[src/rtl/fwd_fft_cmul_pipe.sv]
// Five-stage pipelined complex multiplier (a * b or a * conj(b)) for the forward-FFT butterfly,
// with round-half-up, output saturation, saturation event counter and whole-pipeline stall.
module fwd_fft_cmul_pipe #(
    parameter int A_W    = 16,
    parameter int B_W    = 16,
    parameter int OUT_W  = 16,
    parameter int FRAC   = 15,
    parameter int SIGNED = 1,
    parameter int CNT_W  = 16
) (
    input  logic             clk,
    input  logic             reset,
    input  logic             in_valid,
    output logic             in_ready,
    input  logic             in_conj,
    input  logic [A_W-1:0]   ar,
    input  logic [A_W-1:0]   ai,
    input  logic [B_W-1:0]   br,
    input  logic [B_W-1:0]   bi,
    output logic             out_valid,
    input  logic             out_ready,
    output logic [OUT_W-1:0] out_re,
    output logic [OUT_W-1:0] out_im,
    output logic             out_sat,
    output logic [CNT_W-1:0] sat_cnt,
    input  logic             clr_sat
);
    localparam int FW = A_W + B_W + 2;
    localparam int RW = FW + 1;
    localparam bit SGN = (SIGNED != 0);
    localparam logic signed [RW-1:0] ONE     = 1;
    localparam logic signed [RW-1:0] HALF    = ONE <<< (FRAC - 1);
    localparam logic signed [RW-1:0] SAT_MAX = SGN ? (ONE <<< (OUT_W - 1)) - ONE : (ONE <<< OUT_W) - ONE;
    localparam logic signed [RW-1:0] SAT_MIN = SGN ? -(ONE <<< (OUT_W - 1)) : ONE - ONE;

    // Handshake: a sample enters on in_valid & in_ready and leaves on out_valid & out_ready;
    // in_ready depends only on the output stage, and when it is low every stage holds.
    logic adv;

    logic [4:0]              vld_q, vld_d;
    logic [A_W-1:0]          ar_q, ar_d, ai_q, ai_d;
    logic [B_W-1:0]          br_q, br_d, bi_q, bi_d;
    logic                    conj1_q, conj1_d, conj2_q, conj2_d;
    logic signed [FW-1:0]    p_rr_q, p_rr_d, p_ii_q, p_ii_d, p_ri_q, p_ri_d, p_ir_q, p_ir_d;
    logic signed [FW-1:0]    re_full_q, re_full_d, im_full_q, im_full_d;
    logic signed [RW-1:0]    re_rnd_q, re_rnd_d, im_rnd_q, im_rnd_d;
    logic [OUT_W-1:0]        re_out_q, re_out_d, im_out_q, im_out_d;
    logic                    sat_q, sat_d;
    logic [CNT_W-1:0]        sat_cnt_q, sat_cnt_d;

    logic signed [FW-1:0]    ar_x, ai_x, br_x, bi_x;
    logic signed [RW-1:0]    re_ext, im_ext;
    logic                    re_hi, re_lo, im_hi, im_lo;

    always_comb begin
        adv     = ~vld_q[4] | out_ready;
        vld_d   = {vld_q[3:0], in_valid};

        ar_d    = ar;
        ai_d    = ai;
        br_d    = br;
        bi_d    = bi;
        conj1_d = in_conj;

        // Operands widened to the full sum width so products, negation and sums are all exact.
        ar_x    = {{(FW - A_W){SGN & ar_q[A_W-1]}}, ar_q};
        ai_x    = {{(FW - A_W){SGN & ai_q[A_W-1]}}, ai_q};
        br_x    = {{(FW - B_W){SGN & br_q[B_W-1]}}, br_q};
        bi_x    = {{(FW - B_W){SGN & bi_q[B_W-1]}}, bi_q};
        p_rr_d  = ar_x * br_x;
        p_ii_d  = ai_x * bi_x;
        p_ri_d  = ar_x * bi_x;
        p_ir_d  = ai_x * br_x;
        conj2_d = conj1_q;

        re_full_d = conj2_q ? p_rr_q + p_ii_q : p_rr_q - p_ii_q;
        im_full_d = conj2_q ? p_ir_q - p_ri_q : p_ri_q + p_ir_q;

        re_ext   = {re_full_q[FW-1], re_full_q};
        im_ext   = {im_full_q[FW-1], im_full_q};
        re_rnd_d = (re_ext + HALF) >>> FRAC;
        im_rnd_d = (im_ext + HALF) >>> FRAC;

        re_hi    = re_rnd_q > SAT_MAX;
        re_lo    = re_rnd_q < SAT_MIN;
        im_hi    = im_rnd_q > SAT_MAX;
        im_lo    = im_rnd_q < SAT_MIN;
        re_out_d = re_hi ? SAT_MAX[OUT_W-1:0] : (re_lo ? SAT_MIN[OUT_W-1:0] : re_rnd_q[OUT_W-1:0]);
        im_out_d = im_hi ? SAT_MAX[OUT_W-1:0] : (im_lo ? SAT_MIN[OUT_W-1:0] : im_rnd_q[OUT_W-1:0]);
        sat_d    = re_hi | re_lo | im_hi | im_lo;

        // Clear wins over a coincident saturated transfer; the count sticks at all-ones.
        sat_cnt_d = sat_cnt_q;
        if (clr_sat) begin
            sat_cnt_d = '0;
        end else if (vld_q[4] & out_ready & sat_q & ~&sat_cnt_q) begin
            sat_cnt_d = sat_cnt_q + CNT_W'(1);
        end
    end

    always_ff @(posedge clk or negedge reset) begin
        if (!reset) begin
            vld_q     <= '0;
            ar_q      <= '0;
            ai_q      <= '0;
            br_q      <= '0;
            bi_q      <= '0;
            conj1_q   <= 1'b0;
            conj2_q   <= 1'b0;
            p_rr_q    <= '0;
            p_ii_q    <= '0;
            p_ri_q    <= '0;
            p_ir_q    <= '0;
            re_full_q <= '0;
            im_full_q <= '0;
            re_rnd_q  <= '0;
            im_rnd_q  <= '0;
            re_out_q  <= '0;
            im_out_q  <= '0;
            sat_q     <= 1'b0;
            sat_cnt_q <= '0;
        end else begin
            sat_cnt_q <= sat_cnt_d;
            if (adv) begin
                vld_q     <= vld_d;
                ar_q      <= ar_d;
                ai_q      <= ai_d;
                br_q      <= br_d;
                bi_q      <= bi_d;
                conj1_q   <= conj1_d;
                conj2_q   <= conj2_d;
                p_rr_q    <= p_rr_d;
                p_ii_q    <= p_ii_d;
                p_ri_q    <= p_ri_d;
                p_ir_q    <= p_ir_d;
                re_full_q <= re_full_d;
                im_full_q <= im_full_d;
                re_rnd_q  <= re_rnd_d;
                im_rnd_q  <= im_rnd_d;
                re_out_q  <= re_out_d;
                im_out_q  <= im_out_d;
                sat_q     <= sat_d;
            end
        end
    end

    assign in_ready  = adv;
    assign out_valid = vld_q[4];
    assign out_re    = re_out_q;
    assign out_im    = im_out_q;
    assign out_sat   = sat_q;
    assign sat_cnt   = sat_cnt_q;

endmodule

[config.mk]
export PLATFORM = sky130hd
export DESIGN_NAME = fwd_fft_cmul_pipe
export DESIGN_NICKNAME = d
export VERILOG_FILES = /design/src/rtl/fwd_fft_cmul_pipe.sv
export SDC_FILE = /design/constraint.sdc
export NUM_CORES = 2
export LEC_CHECK = 0
export BUFFER_PORTS_ARGS = -buffer_cell sky130_fd_sc_hd__clkbuf_2
export CAP_MARGIN = 20
export CORE_MARGIN = 4
export CORE_UTILIZATION = 60
export DETAILED_ROUTE_END_ITERATION = 12
export GPL_ROUTABILITY_DRIVEN = 0
export GPL_TIMING_DRIVEN = 1
export PLACE_DENSITY_LB_ADDON = 0.3
export SETUP_SLACK_MARGIN = 0.3
export SLEW_MARGIN = 20
export SYNTH_ARGS = -nofsm -noshare
export SYNTH_HDL_FRONTEND = slang
export SYNTH_SLANG_ARGS = --single-unit
[constraint.sdc]
create_clock -name clk -period 8.6 [get_ports clk]
set_input_delay 0.86 -clock clk [delete_from_list [all_inputs] [get_ports clk]]
set_output_delay 0.86 -clock clk [all_outputs]
set_load 0.01 [all_outputs]
# ---- Word-level counts from Yosys, hierarchy flattened
# Index checks and enable logic that the tools add are counted.
dict set report classes {
  magnitude_cmp 4
  n_bitwise 8
  div_mod_pow 0
  mux 8
  shift 0
  n_mul 4
  n_eq_ne 0
  add_sub_neg 7
  n_reduce_logical 3
}
# op count
set op_table {}
lappend op_table {{multiplier 16 x 16 -> 32 bit} 4}
lappend op_table {{two-way mux 16 bit} 6}
lappend op_table {{adder 34 x 16 -> 35 bit (second input constant)} 2}
lappend op_table {{adder 34 bit} 2}
lappend op_table {{two-way mux 34 bit} 2}
lappend op_table {{subtractor 34 bit} 2}
lappend op_table {{> comparator 20 x 16 -> 1 bit (second input constant)} 2}
lappend op_table {{less-than comparator 20 x 16 -> 1 bit (second input constant)} 2}
lappend op_table {{adder 16 x 1 -> 16 bit (second input constant)} 1}
lappend op_table {{AND reduction 16 bit} 1}
lappend op_table {{OR 1 bit} 4}
lappend op_table {{bitwise AND 1 bit} 3}
lappend op_table {{nonzero test 2 bit} 1}
lappend op_table {{logical NOT 1 bit} 1}
lappend op_table {{NOT 1 bit} 1}
dict set report totals {
  romBits 0
  out_inout_bits 51
  ff_bits 364
  latch_bits 0
  inputBits 70
  word_cells 53
  mem_count 0
  ramBits 0
}

# ---- Depth between registers and ports, before layout
dict set report logic_depth {
  ltp_word 5
  mapped_depth 24
  depth_no_buf 23
}

# ---- Worst setup path after synthesis
# No wires, ideal clock.
dict set report synth_timing {
  path_kind {register to register}
  startpoint {register ar_q[15]}
  endpoint {register p_rr_q[32]}
  slack_ns 2.364
  path_buffers 1
  t_required_ns 8.458
  period_less_slack_ns 6.236
  stages_incl_launch_ff 22
  arrival_ns 6.094
  setup_ns 0.142
  path_cell_list {dfrtp_1 -> clkbuf_1 -> nand2_1 -> fa_1 -> inv_1 -> fa_1 -> inv_1 -> fa_1 -> fa_1 -> fa_1 -> fa_1 -> inv_1 -> ha_1 -> nand2_1 -> o41ai_1 -> a21oi_1 -> o21ai_0 -> a22o_1 -> nor3_1 -> o41ai_1 -> xnor2_1 -> a21oi_1}
}
dict set report synth_via {
  elab_chain_cells 1
}
# item line
set synth_rtl {}
lappend synth_rtl {{start, declared} 41} ;# logic [A_W-1:0] ar_q, ar_d, ai_q, ai_d;
lappend synth_rtl {{start signal, assigned} 126} ;# ar_q <= ar_d;
lappend synth_rtl {{multiplier 16 x 16 -> 32 bit} 70} ;# p_rr_d = ar_x * br_x;
lappend synth_rtl {{end signal, assigned} 132} ;# p_rr_q <= p_rr_d;
lappend synth_rtl {{end, declared} 44} ;# logic signed [FW-1:0] p_rr_q, p_rr_d, p_ii_q, p_ii_d, p_ri_q, p_ri_d, p_ir_q, p_ir_d;
# Every way passes these cells.
# A chain may end at the register's enable or synchronous reset.

# ---- Final worst setup path
dict set report layout_timing {
  startpoint {register bi_q[15]}
  endpoint {register p_ii_q[30]}
}
dict set report layout_via {
  elab_chain_cells 1
}
# item line
set layout_rtl {}
lappend layout_rtl {{start, declared} 42} ;# logic [B_W-1:0] br_q, br_d, bi_q, bi_d;
lappend layout_rtl {{start signal, assigned} 129} ;# bi_q <= bi_d;
lappend layout_rtl {{multiplier 16 x 16 -> 32 bit} 71} ;# p_ii_d = ai_x * bi_x;
lappend layout_rtl {{end signal, assigned} 133} ;# p_ii_q <= p_ii_d;
lappend layout_rtl {{end, declared} 44}
# Every way passes these cells.

==> qor.csv <==
stage,metric,value,unit
final_layout,nets,7689,
global_route,antenna_found_initial,3,
setup_path,startpoint_type,register,
synthesis,synth_top_family_by_area,adder cells,
floorplanning,die_w,313,um
timing,slew_headroom,23.1,%
final_layout,syn_to_final_growth,6.16,%
timing,drv_slew,0,
setup_path,cp.arrival,7.79,ns
timing,worstMarginPinSlew,1.15,ns
global_route,gr-total-overflow,0,
drt,viasPerCell,5.59,
floorplanning,io_pins,121,
setup_path,r2r-start,bi_q[15],
setup_path,crit_required,9.05,ns
timing,finalCriticalPeriod,7.34,ns
floorplanning,die_h,313,um
cts,clk_latency,0.61,ns
job,maxCapViolCount,0,
drt,dr.first_iter.drc_count,3423,
cts,cts-root-buf,clkbuf_16,
drt,via_count,41727,
synthesis,ys_warn_count,0,
global_route,grt_pass1_vias,44143,
cts,numCtsBuffers,44,
synthesis,syn-num-nets,7718,
timing,hold_viol,0,
final_layout,drive_gt1_share,5.01,%
outcome,outcome,completed,
floorplanning,dieArea,0.0977,sq mm
drt,ant_nets,0,
cts,cts_tree,built,
floorplanning,start_util,60.6,%
timing,setup_viol,0,
synthesis,synth_edf_count,0,
setup_path,endpoint_kind,register,
global_route,grt_max_degree,193,
synthesis,ys.flop_type,dfrtp_1,
cts,clk_pin_slew_worst_paths,0.06,ns
synthesis,synth.distinct_cells,73,
cts,cts_buffer_depth,3,
drt,firstDrtPassIters,6,
timing,fmax,136,MHz
synthesis,synth_compound_area_share,7.38,%
final_layout,fin_util,64.3,%
place,portBuffers,120,
synthesis,muxShareOfSynthArea,0.146,%
cts,htree_levels,2,
drt,wl,139000,um
setup_path,worstSetupPathType,reg2reg,
global_route,gr-usage-all-layers,29.5,%
timing,fin_worst_skew,0.0223,ns
synthesis,synth_cells,6203,
worst_hold_path,hold_class,in2async,
cts,cts_resized,0,
cts,cts_hold_buf,0,
cts,cts_setup_buffers,0,
timing,rsz0062_at_grt,no,
floorplanning,num_rows,111,
floorplanning,core_area,0.0918,sq mm
synthesis,async_flop_share,100,%
final_layout,num-fill-cells,7623,
setup_path,r2r_cells,21,
timing,post-route-period-util,85.3,%
synthesis,syn_area,0.0556,sq mm
synthesis,synthSimpleGateAreaFrac,17.0,%
cts,cts_sinks,328,
setup_path,rrSetupSlack,1.26,ns
global_route,grt_pass1_wl,231000,um
synthesis,syn_avg_cell_area,8.97,sq um
timing,tns,0,ns
drt,wl_per_cell,18.6,um
drt,drc_errors,0,
synthesis,synth_xor_area_share,4.19,%
synthesis,ys_seq_elements,328,
setup_path,path_max_fanout,14,
place,place_hpwl,109000,um
synthesis,yosysSeqAreaShare,14.8,%
setup_path,r2r-end,p_ii_q[30],
synthesis,synthAdderAreaFrac,46.6,%
[through the flow]
stage	hold WS (ns)	setup slack (ns)	area [sq um]	instances
2_1_floorplan	0.430	2.36	55600	6203
3_3_place_gp	0.449	1.63	57500	7371
3_5_place_dp	0.455	1.37	57500	7371
4_1_cts	0.273	1.35	59000	7453
5_1_grt	0.294	0.805	59000	7453
6_report	0.237	1.26	59100	7458
[synth_stat cells (53+ instances only)]
cell type	instances	area, sq um
a21o_1	61	458
nand2_1	966	3630
xnor2_1	167	1460
inv_1	1189	4460
ha_1	397	4970
nor2_1	274	1030
a21oi_1	211	1060
xor2_1	99	867
dfrtp_1	328	8210
fa_1	1048	21000
clkbuf_1	262	983
nor3_1	53	265
o21ai_0	197	986
and2_1	500	3130
[worst max path at each step]
stage                     cells after the start    endpoint     start
after floorplan                              21  p_rr_q[32]  ar_q[15]
after global placement                       21  p_ii_q[30]  bi_q[15]
after detailed placement                     21  p_ii_q[30]  bi_q[15]
after CTS                                    21  p_ii_q[30]  bi_q[15]
after global routing                         21  p_ii_q[30]  bi_q[15]
final                                        21  p_ii_q[30]  bi_q[15]
[routing by layer]
metal | global-route usage, % | wire length [um] | vias to the layer above
li1 | - | - | 18798
met1 | 39.3 | 55200 | 20974
met2 | 47.8 | 64800 | 1550
met3 | 5.60 | 11900 | 401
met4 | 12.5 | 7070 | 4
met5 | 0 | 26 | -
[layout make-up]
class | count | area [sq um] | area share (%)
Antenna cell | 5 | 12.5 | 0.0212
Clock buffer | 58 | 1260 | 2.14
Clock inverter | 24 | 325 | 0.551
Inverter | 1191 | 4480 | 7.58
Multi-Input combinational cell | 4405 | 41900 | 71.0
Sequential cell | 328 | 8220 | 13.9
Tap cell | 1243 | 1560 | 2.63
Timing Repair Buffer | 204 | 1290 | 2.19
[layout by cell type (no fill, tap or decap), drive strengths merged, types with 23 or more instances in the layout]
| master | n |
|---|---|
| a211oi | 26 |
| a21o | 61 |
| a21oi | 211 |
| and2 | 500 |
| and3 | 29 |
| buf | 85 |
| clkbuf | 177 |
| dfrtp | 328 |
| fa | 1048 |
| ha | 397 |
| inv | 1195 |
| nand2 | 966 |
| nand2b | 38 |
| nand3 | 50 |
| nand4 | 23 |
| nor2 | 274 |
| nor3 | 53 |
| o21a | 24 |
| o21ai | 212 |
| xnor2 | 167 |
| xor2 | 99 |
[registers in the layout, summed over array words and instances (netlist names), 5 cells and up]
signal	count
re_full_q	20
p_ri_q	32
br_q	16
ai_q	16
p_ir_q	32
im_full_q	20
bi_q	16
out_re	16
out_im	16
p_ii_q	32
im_rnd_q	20
ar_q	16
re_rnd_q	20
vld_q	5
p_rr_q	32
sat_cnt	16
[worst max-delay path, stage by stage, from the launching register on]
cell       delay (ns)
dfrtp_1          0.64
clkinv_1         0.60
buf_4            0.41
nor2_1           0.16
fa_1             0.47
fa_1             0.52
fa_1             0.43
fa_1             0.48
fa_1             0.50
inv_1            0.05
fa_1             0.47
inv_1            0.05
ha_1             0.35
and2_1           0.21
a2111oi_0        0.31
o21ai_0          0.16
a221oi_1         0.41
a311oi_1         0.24
a221oi_1         0.34
a21oi_1          0.14
xnor2_1          0.16
a21oi_1          0.08
[logic make-up (layout without fill, tap and decap cells)]
family | after synthesis | count (layout)
simple gates | 2008 | 2008
buf+inv | 1470 | 1477
fa+ha+maj | 1445 | 1445
compound gates | 678 | 678
flops | 328 | 328
xor+xnor | 266 | 266
mux | 8 | 8
other cells | 0 | 5
Power is left out: the tool's default activity adds up to more than one toggle a clock period on the data nets, which glitch-free logic cannot reach.
